### config.mk
export PLATFORM = sky130hd
export DESIGN_NAME = dcpu16_alu_seq
export DESIGN_NICKNAME = d
export VERILOG_FILES = /design/src/rtl/dcpu16_alu_seq.sv
export SDC_FILE = /design/constraint.sdc
export NUM_CORES = 1
export LEC_CHECK = 0
export ABC_CLOCK_PERIOD_IN_PS = 1650
export BUFFER_PORTS_ARGS = -buffer_cell sky130_fd_sc_hd__buf_4
export CAP_MARGIN = 20
export CORE_MARGIN = 10
export CORE_UTILIZATION = 38
export CTS_CLUSTER_SIZE = 30
export DETAILED_ROUTE_END_ITERATION = 10
export GPL_TIMING_DRIVEN = 0
export PLACE_DENSITY = 0.8
export SLEW_MARGIN = 20
export SYNTH_ARGS = -nofsm -noshare
export SYNTH_HDL_FRONTEND = slang
export SYNTH_SLANG_ARGS = --single-unit
### constraint.sdc
create_clock -name clk -period 1.65 [get_ports clk]
set_input_delay 0 -clock clk [delete_from_list [all_inputs] [get_ports clk]]
set_output_delay 0 -clock clk [all_outputs]
set_load 0.05 [all_outputs]
### src/rtl/dcpu16_alu_seq.sv
// Request/response sequencer in front of the DCPU16 ALU; DIV/MOD run on a local restoring divider.
// Define DCPU16_ALUSEQ_DIV_EN to build the divider; otherwise DIV/MOD return zero results.
module dcpu16_alu_seq #(
  parameter logic [1:0]  PHA_IDLE  = 2'd3,
  parameter int unsigned DIV_RADIX = 1
) (
  input  logic        clk,
  input  logic        rst,
  input  logic        req_vld_i,
  output logic        req_rdy_o,
  input  logic [3:0]  req_opc_i,
  input  logic [15:0] req_a_i,
  input  logic [15:0] req_b_i,
  output logic        rsp_vld_o,
  input  logic        rsp_rdy_i,
  output logic [15:0] rsp_r_o,
  output logic [15:0] rsp_o_o,
  output logic        rsp_cc_o,
  output logic [3:0]  alu_opc_o,
  output logic [15:0] alu_a_o,
  output logic [15:0] alu_b_o,
  output logic        alu_ena_o,
  output logic [1:0]  alu_pha_o,
  input  logic [15:0] alu_r_i,
  input  logic [15:0] alu_o_i,
  input  logic        alu_cc_i
);

  if (DIV_RADIX != 1 && DIV_RADIX != 2) begin : g_bad_radix
    $error("dcpu16_alu_seq: DIV_RADIX must be 1 or 2");
  end

  typedef enum logic [1:0] {StIdle, StIssue, StDiv, StResp} state_e;

  localparam logic [3:0] OpcDiv = 4'h5;
  localparam logic [3:0] OpcMod = 4'h6;

  state_e      state_q, state_d;
  logic [3:0]  opc_q;
  logic [15:0] a_q, b_q;
  logic        accept;
  logic        req_is_div;
  logic        op_is_div;
  logic        div_done;

  assign accept     = req_vld_i & req_rdy_o;
  assign req_is_div = (req_opc_i == OpcDiv) || (req_opc_i == OpcMod);
  assign op_is_div  = (opc_q == OpcDiv) || (opc_q == OpcMod);

  always_ff @(posedge clk) begin
    if (rst) begin
      state_q <= StIdle;
      opc_q   <= '0;
      a_q     <= '0;
      b_q     <= '0;
    end else begin
      state_q <= state_d;
      if (accept) begin
        opc_q <= req_opc_i;
        a_q   <= req_a_i;
        b_q   <= req_b_i;
      end
    end
  end

`ifdef DCPU16_ALUSEQ_DIV_EN
  localparam int unsigned DivSteps = 32 / DIV_RADIX;
  localparam logic [4:0]  CntLast  = 5'(DivSteps - 1);
  // After this step 16 quotient bits are resolved and the partial remainder equals a % b.
  localparam logic [4:0]  CntHalf  = 5'(DivSteps / 2 - 1);

  logic        op_is_mod;
  logic [16:0] rem_q, rem_d, rem_s;
  logic [31:0] quo_q, quo_d, quo_s;
  logic [15:0] mod_q, mod_d;
  logic [4:0]  cnt_q, cnt_d;

  assign op_is_mod = (opc_q == OpcMod);
  assign div_done  = (b_q == 16'h0) || (cnt_q == CntLast);

  // quo holds the shifting dividend; quotient bits enter at the bottom.
  always_comb begin
    rem_s = rem_q;
    quo_s = quo_q;
    for (int unsigned i = 0; i < DIV_RADIX; i++) begin
      rem_s = {rem_s[15:0], quo_s[31]};
      quo_s = {quo_s[30:0], 1'b0};
      if (rem_s >= {1'b0, b_q}) begin
        rem_s    = rem_s - {1'b0, b_q};
        quo_s[0] = 1'b1;
      end
    end
  end

  always_comb begin
    rem_d = rem_q;
    quo_d = quo_q;
    mod_d = mod_q;
    cnt_d = cnt_q;
    if (accept) begin
      rem_d = '0;
      quo_d = {req_a_i, 16'h0};
      mod_d = '0;
      cnt_d = '0;
    end else if (state_q == StDiv) begin
      if (b_q == 16'h0) begin
        quo_d = '0;
        mod_d = '0;
      end else begin
        rem_d = rem_s;
        quo_d = quo_s;
        if (cnt_q == CntHalf) begin
          mod_d = rem_s[15:0];
        end
        if (cnt_q != CntLast) begin
          cnt_d = cnt_q + 5'd1;
        end
      end
    end
  end

  always_ff @(posedge clk) begin
    if (rst) begin
      rem_q <= '0;
      quo_q <= '0;
      mod_q <= '0;
      cnt_q <= '0;
    end else begin
      rem_q <= rem_d;
      quo_q <= quo_d;
      mod_q <= mod_d;
      cnt_q <= cnt_d;
    end
  end
`else
  // Without a divider DIV/MOD still spend one cycle in StDiv so the response lands at T+2.
  assign div_done = 1'b1;
`endif

  always_comb begin
    state_d = state_q;
    unique case (state_q)
      StIdle: begin
        if (accept) begin
          state_d = req_is_div ? StDiv : StIssue;
        end
      end
      StIssue: state_d = StResp;
      StDiv: begin
        if (div_done) begin
          state_d = StResp;
        end
      end
      StResp: begin
        if (rsp_rdy_i) begin
          state_d = StIdle;
        end
      end
      default: state_d = StIdle;
    endcase
  end

  assign req_rdy_o = (state_q == StIdle);
  assign rsp_vld_o = (state_q == StResp);
  assign alu_ena_o = (state_q == StIssue);
  assign alu_pha_o = alu_ena_o ? 2'd0 : PHA_IDLE;
  assign alu_opc_o = opc_q;
  assign alu_a_o   = a_q;
  assign alu_b_o   = b_q;

  // ALU results are safe to pass straight through: alu_ena stays low until the next issue.
  always_comb begin
    rsp_r_o  = 16'h0;
    rsp_o_o  = 16'h0;
    rsp_cc_o = 1'b1;
    if (state_q == StResp) begin
      if (op_is_div) begin
`ifdef DCPU16_ALUSEQ_DIV_EN
        rsp_r_o = op_is_mod ? mod_q : quo_q[31:16];
        rsp_o_o = op_is_mod ? alu_o_i : quo_q[15:0];
`endif
      end else begin
        rsp_r_o  = alu_r_i;
        rsp_o_o  = alu_o_i;
        rsp_cc_o = alu_cc_i;
      end
    end
  end

endmodule

==> results of run 1 <==
## metrics by stage
step                 TNS, ns  hold slack [ns]  total power [uW]
finish                     0            0.119              4550
global route        -0.00262            0.159              4810
CTS                        0            0.189              4510
detailed placement         0            0.256              3780
global placement           0            0.247              3730
floorplan                  0            0.136              2990
## logic make-up (layout without fill, tap and decap cells)
| kind of cell | count (synthesis) | in the layout |
|---|---|---|
| adders and majority gates | 3 | 3 |
| buffers and inverters | 20 | 211 |
| DFF | 38 | 38 |
| AOI/OAI and AO/OA | 40 | 40 |
| xor gates and xnor gates | 2 | 2 |
| and+or+nand+nor | 114 | 114 |
## repair_timing
item / 4_1_cts / 5_1_grt
hold endpoints to repair: 37 / 0
hold buffers: 37 / 0
endpoints found under the setup margin: 0 / 31
gates resized for setup: 0 / 4
## worst register-to-register path: cells and delay by family (launching register included)
kind / cells / cell delay (ns)
buf+inv: 3 / 0.43
compound gates: 1 / 0.08
simple gates: 2 / 0.24
flops: 1 / 0.37
fa+ha+maj: 1 / 0.19
## area by class of cell
cell class	count	share of cell area
Tap cell	52	0.0192
Clock inverter	2	0.00368
Timing Repair Buffer	183	0.434
Clock buffer	6	0.0243
Inverter	5	0.00553
Sequential cell	38	0.224
Buffer	15	0.0298
Multi-Input combinational cell	159	0.259
## flip-flops by register name (all words and copies together), names as in the netlist
register and flops:
alu_a_o 16, alu_b_o 16, alu_opc_o 4, state_q 2
## power breakdown
group / total [uW] / switching [uW] / internal (uW)
logic: 2670 / 1730 / 935
clock network: 672 / 336 / 336
registers: 1210 / 110 / 1100
total: 4550 / 2180 / 2370
## worst max path at each step
stage | startpoint | slack, ns | end
floorplan | alu_opc_o[0] | 0.1 | rsp_cc_o
global placement | state_q[0] | 0.19 | alu_b_o[5]
detailed placement | state_q[0] | 0.13 | alu_a_o[6]
CTS | state_q[0] | 0.07 | rsp_o_o[0]
global route | state_q[0] | -0.003 | rsp_r_o[14]
finish | alu_opc_o[1] | 0.07 | rsp_r_o[14]
## layout by cell type (no fill, tap or decap), types with 2 or more instances in the layout
master         synthesis  final
buf_4                  5    149
inv_1                  5      5
clkbuf_1               4      4
and2_1                11     11
and2_4                21     21
buf_6                  3      5
buf_2                  3      3
nand2b_1               3      3
xnor2_1                2      2
dfxtp_1               38     38
dlygate4sd3_1          0     37
a21oi_1               36     36
nand2_1               74     73
clkbuf_8               0      6
and2_2                 2      2
## per-layer routing
metal	wire length [um]	global-route usage	up-vias
li1	-	-	1062
met5	0	0	-
met4	50	0.0391	0
met2	3640	0.322	126
met1	2810	0.203	952
met3	1160	0.103	5
==> results.json, run 1 <==
{
  "synth_fp_nets": 293,
  "r2r_start": "state_q[0]",
  "critPathLaunchType": "flip-flop",
  "clock_path_buffers": 2,
  "cp-end-kind": "output port",
  "dieArea_mm2": 0.00770,
  "ant_nets": 0,
  "cp_slowest_cell": "dfxtp_1",
  "grt_pass1_wl_um": 11700,
  "hold_viol": 0,
  "crit_type": "flip-flop to output port",
  "cts_sinks": 38,
  "ys_seq_elements": 38,
  "fin_crit_ns": 1.58,
  "die_w_um": 87.8,
  "worst_pin_slew_ns": 0.464,
  "clock_latency_ns": 0.29,
  "synth.distinct_cells": 21,
  "design_area_mm2": 0.00340,
  "crit_buf_inv": 2,
  "syn_area_mm2": 0.00174,
  "antenna_cells": 0,
  "dpl-instance-area_mm2": 0.00291,
  "fin_crit_sh": 0.956,
  "htree_levels": 2,
  "yosys-top-cells-area": "dfxtp_1 (44%), nand2_1 (16%), and2_4 (11%), a21oi_1 (10%), and2_1 (3.9%)",
  "layout.nets": 483,
  "core-area_mm2": 0.00441,
  "holdPathStages": 4,
  "portBuffers": 146,
  "arrival_ns": 1.58,
  "root_buffer": "clkbuf_8",
  "antenna_found_initial": 0,
  "synth_xor_area_frac": 0.0100,
  "grt_max_degree": 13,
  "synthSimpleGateAreaFrac": 0.334,
  "ys_seq_area_frac": 0.436,
  "dr.pass1.iters": 4,
  "register_area_um2": 761,
  "hold_end": "alu_b_o[11]",
  "cts.reportedPaths.clkPinSlew_ns": 0.08,
  "drt-vias-per-instance": 4.66,
  "synth_warnings": 0,
  "r2r_end": "alu_b_o[6]",
  "post-route-drc-count": 0,
  "grt_pass1_vias": 2239,
  "fillers": 331,
  "synthMuxAreaShare": 0,
  "preCtsSetupSlack_ns": 0.128,
  "synthTopCellsByCount": "nand2_1 (74), dfxtp_1 (38), a21oi_1 (36)",
  "max_slew_margin": 0.691,
  "syn2layout_area_growth_pct": 94.7,
  "synth-adder-area-share": 0.0215,
  "reg2regPathDepth": 7,
  "min_path_type": "primary input to flip-flop",
  "setup_viol": 0,
  "critical_path_cell_count": 5,
  "powerDensity_mw_per_mm2": 1340,
  "grt_usage": 0.189,
  "maxCapViolations": 0,
  "multiInputGateArea_um2": 881,
  "finalMaxSlewViolations": 0,
  "utilization": 0.769,
  "status": "finished clean",
  "synth_top_area_cell": "dfxtp_1",
  "fmax_ghz": 0.634,
  "critPathRequiredTime_ns": 1.65,
  "hpwlAfterDp_um": 5540,
  "via_count": 2145,
  "worst_slack_ns": 0.0728,
  "gp_congestion": 0.775,
  "p_leak_uw": 0.00164,
  "synth-main-ff-cell": "dfxtp_1",
  "io_pins": 147,
  "worst_path_largest_cell_delay_ns": 0.34,
  "cts_made_buffers": 5,
  "ir_worst_vdd_uv": 732,
  "synth-compound-area-share": 0.130,
  "synth_edf_count": 0,
  "synthMostInstantiatedCell": "nand2_1",
  "drive_above_1_share": 0.473,
  "synth_top_family_by_area": "simple AND/OR/NAND/NOR gates",
  "num_rows": 24,
  "start_util": 0.395,
  "synth_cells": 217,
  "dieHeight_um": 87.8,
  "avgSynthCellArea_um2": 8.04,
  "min_from": "req_vld_i",
  "post_cts_buffers": 0,
  "cts_tree": "done",
  "critPathTopFamily": "flip-flops",
  "crit_chain": "xnor2_1, o31a_4, buf_6, and2_1, buf_4",
  "synth_top_cell_area_share": 0.436,
  "instances_no_fill": 460,
  "synthArstFlopShare": 0,
  "grt.overflow.total": 0,
  "place_inst": 415,
  "post_drt_wl_per_cell_um": 16.6,
  "reg2reg_slack_ns": 0.21,
  "finalWirelength_um": 7660,
  "finalClockSkew_ns": 0.00541,
  "dr.first_iter.drc_count": 115,
  "path_max_fanout": 10
}
(Power assumes the default switching activity.)
==> inputs of run 2 (changes only) <==
ABC_CLOCK_PERIOD_IN_PS = 1450   (was 1650)
CORE_ASPECT_RATIO = 2   (was default)
CORE_UTILIZATION = 34   (was 38)
PLACE_DENSITY = 0.75   (was 0.8)
clock period = 1.45 ns   (was 1.65 ns; I/O delays follow)
==> run 2 against run 1 <==
  * The flow now finishes with violations (negative setup slack)
  * Final area increased by 6.9%
  * Non-clock buffer count increased by 3
  * Clock-buffer cell count decreased by 1
  * Clock skew decreased by 0.0017 ns
  * Setup slack got worse by 0.17 ns
  * Utilization decreased by 3.0 points
  * Via count increased by 1.0%
  * Global-route usage decreased by 1.7 points
  * Final cell count increased by 1.7%
  * Combinational power increased by 19%
  * Sequential cell count unchanged
  * Clock power increased by 31%
  * Critical path type unchanged
  * Largest power group unchanged
  * Highest routed layer unchanged
==> results.json, run 2 (synthesized netlist as in run 1, its figures left out) <==
{
  "status": "complete, but fails checks",
  "violations": "negative setup slack",
  "dieHeight_um": 121,
  "post-route-drc-count": 0,
  "r2r_end": "alu_a_o[3]",
  "grt_max_degree": 13,
  "dpl-instance-area_mm2": 0.00293,
  "antenna_found_initial": 0,
  "via_count": 2167,
  "reg2reg_slack_ns": 0.11,
  "grt_pass1_wl_um": 12100,
  "critPathLaunchType": "flip-flop",
  "cts_tree": "done",
  "multiInputGateArea_um2": 906,
  "grt_usage": 0.173,
  "antenna_cells": 0,
  "io_pins": 147,
  "fin_crit_sh": 1.07,
  "worst_pin_slew_ns": 0.477,
  "fillers": 371,
  "num_rows": 36,
  "ant_nets": 0,
  "cts.reportedPaths.clkPinSlew_ns": 0.08,
  "min_path_type": "primary input to flip-flop",
  "post_drt_wl_per_cell_um": 16.4,
  "powerDensity_mw_per_mm2": 1500,
  "r2r_start": "state_q[0]",
  "utilization": 0.739,
  "hpwlAfterDp_um": 5810,
  "most-common-layout-cells": "buf_4 (118), nand2_1 (73), dlygate4sd3_1 (37), a21oi_1 (36), buf_6 (34)",
  "grt.overflow.total": 0,
  "design_area_mm2": 0.00363,
  "dr.first_iter.drc_count": 51,
  "finalMaxSlewViolations": 0,
  "crit_top_cell": "buf_6",
  "die_w_um": 70.6,
  "cts_made_buffers": 5,
  "p_leak_uw": 0.00172,
  "portBuffers": 146,
  "dr.pass1.iters": 4,
  "rsz0062_at_grt": "true",
  "root_buffer": "clkbuf_8",
  "fin_crit_ns": 1.55,
  "finalClockSkew_ns": 0.00374,
  "critPathTopFamily": "flip-flops",
  "cts_sinks": 38,
  "crit_buf_inv": 2,
  "finalWirelength_um": 7670,
  "critPathRequiredTime_ns": 1.45,
  "cp_slowest_cell": "dfxtp_2",
  "cp-end-kind": "output port",
  "critPathLaunch": "alu_opc_o[1]",
  "syn2layout_area_growth_pct": 108,
  "worst_slack_ns": -0.101,
  "reg2regPathDepth": 7,
  "fmax_ghz": 0.645,
  "crit_type": "flip-flop to output port",
  "register_area_um2": 767,
  "path_max_fanout": 10,
  "setup_viol": 30,
  "clock_path_buffers": 2,
  "drive_above_1_share": 0.521,
  "layout.nets": 486,
  "core-area_mm2": 0.00491,
  "final_common_cell": "buf_4",
  "grt_pass1_vias": 2314,
  "hold_viol": 0,
  "maxCapViolations": 0,
  "htree_levels": 2,
  "start_util": 0.355,
  "crit_chain": "xnor2_1, o31a_4, buf_6, and2_2, buf_6",
  "crit_path_end": "rsp_r_o[11]",
  "dieArea_mm2": 0.00857,
  "ir_worst_vdd_uv": 1040,
  "clock_latency_ns": 0.29,
  "critical_path_cell_count": 5,
  "gp_congestion": 0.768,
  "arrival_ns": 1.55,
  "max_slew_margin": 0.682,
  "drt-vias-per-instance": 4.63,
  "worst_path_largest_cell_delay_ns": 0.33
}
==> run 2: routing by layer <==
metal / GRT usage / routed length, um / vias to the layer above
li1: - / - / 1072
met1: 0.153 / 2540 / 957
met2: 0.322 / 4030 / 121
met3: 0.0868 / 892 / 17
met4: 0.0633 / 204 / 0
met5: 0 / 0 / -
==> run 2: final cells by class <==
class / instances / area share
Buffer: 15 / 0.0338
Clock buffer: 5 / 0.0190
Clock inverter: 3 / 0.0110
Inverter: 5 / 0.00517
Multi-Input combinational cell: 159 / 0.250
Sequential cell: 38 / 0.211
Tap cell: 57 / 0.0196
Timing Repair Buffer: 186 / 0.451
==> run 2: what timing repair did <==
item	in CTS	in global routing
hold buffers	37	0
setup buffers	3	0
pin swaps	1	0
endpoints found under the hold margin	37	0
resized for setup	38	19
endpoints found under the setup margin	63	63
==> run 2: tightest hold or removal path, cell delays in order <==
cell and delay, ns:
buf_4 0.09, nand2_2 0.12, nand2_1 0.09, a21oi_1 0.05
==> run 2: power by group <==
part / total (uW) / leakage, uW / switching (uW) / internal [uW]
logic: 3170 / 0.00135 / 1980 / 1190
clock network: 881 / 0.0000579 / 374 / 506
registers: 1390 / 0.000313 / 131 / 1260
==> run 2: worst min path at each step <==
| stage | startpoint | to | slack, ns | depth (start not counted) |
|---|---|---|---|---|
| after floorplan | req_opc_i[0] | alu_opc_o[0] | 0.13 | 2 |
| after global placement | req_a_i[15] | alu_a_o[15] | 0.25 | 3 |
| after detailed placement | req_a_i[12] | alu_a_o[12] | 0.26 | 3 |
| after CTS | req_vld_i | alu_b_o[11] | 0.12 | 4 |
| after global routing | req_vld_i | alu_b_o[11] | 0.13 | 4 |
| final | req_vld_i | alu_a_o[0] | 0.12 | 4 |
==> run 2: through the flow <==
stage          setup TNS (ns)  hold slack, ns  worst slack [ns]  power (uW)  std cells
4_1_cts                 -2.57           0.118            -0.117        5390        468
2_1_floorplan               0           0.128           0.00784        3420        217
5_1_grt                 -3.83           0.134            -0.159        5730        468
3_3_place_gp           -0.159           0.247           -0.0144        4270        420
6_report                -2.16           0.122            -0.101        5440        468
3_5_place_dp           -0.670           0.256           -0.0511        4310        420
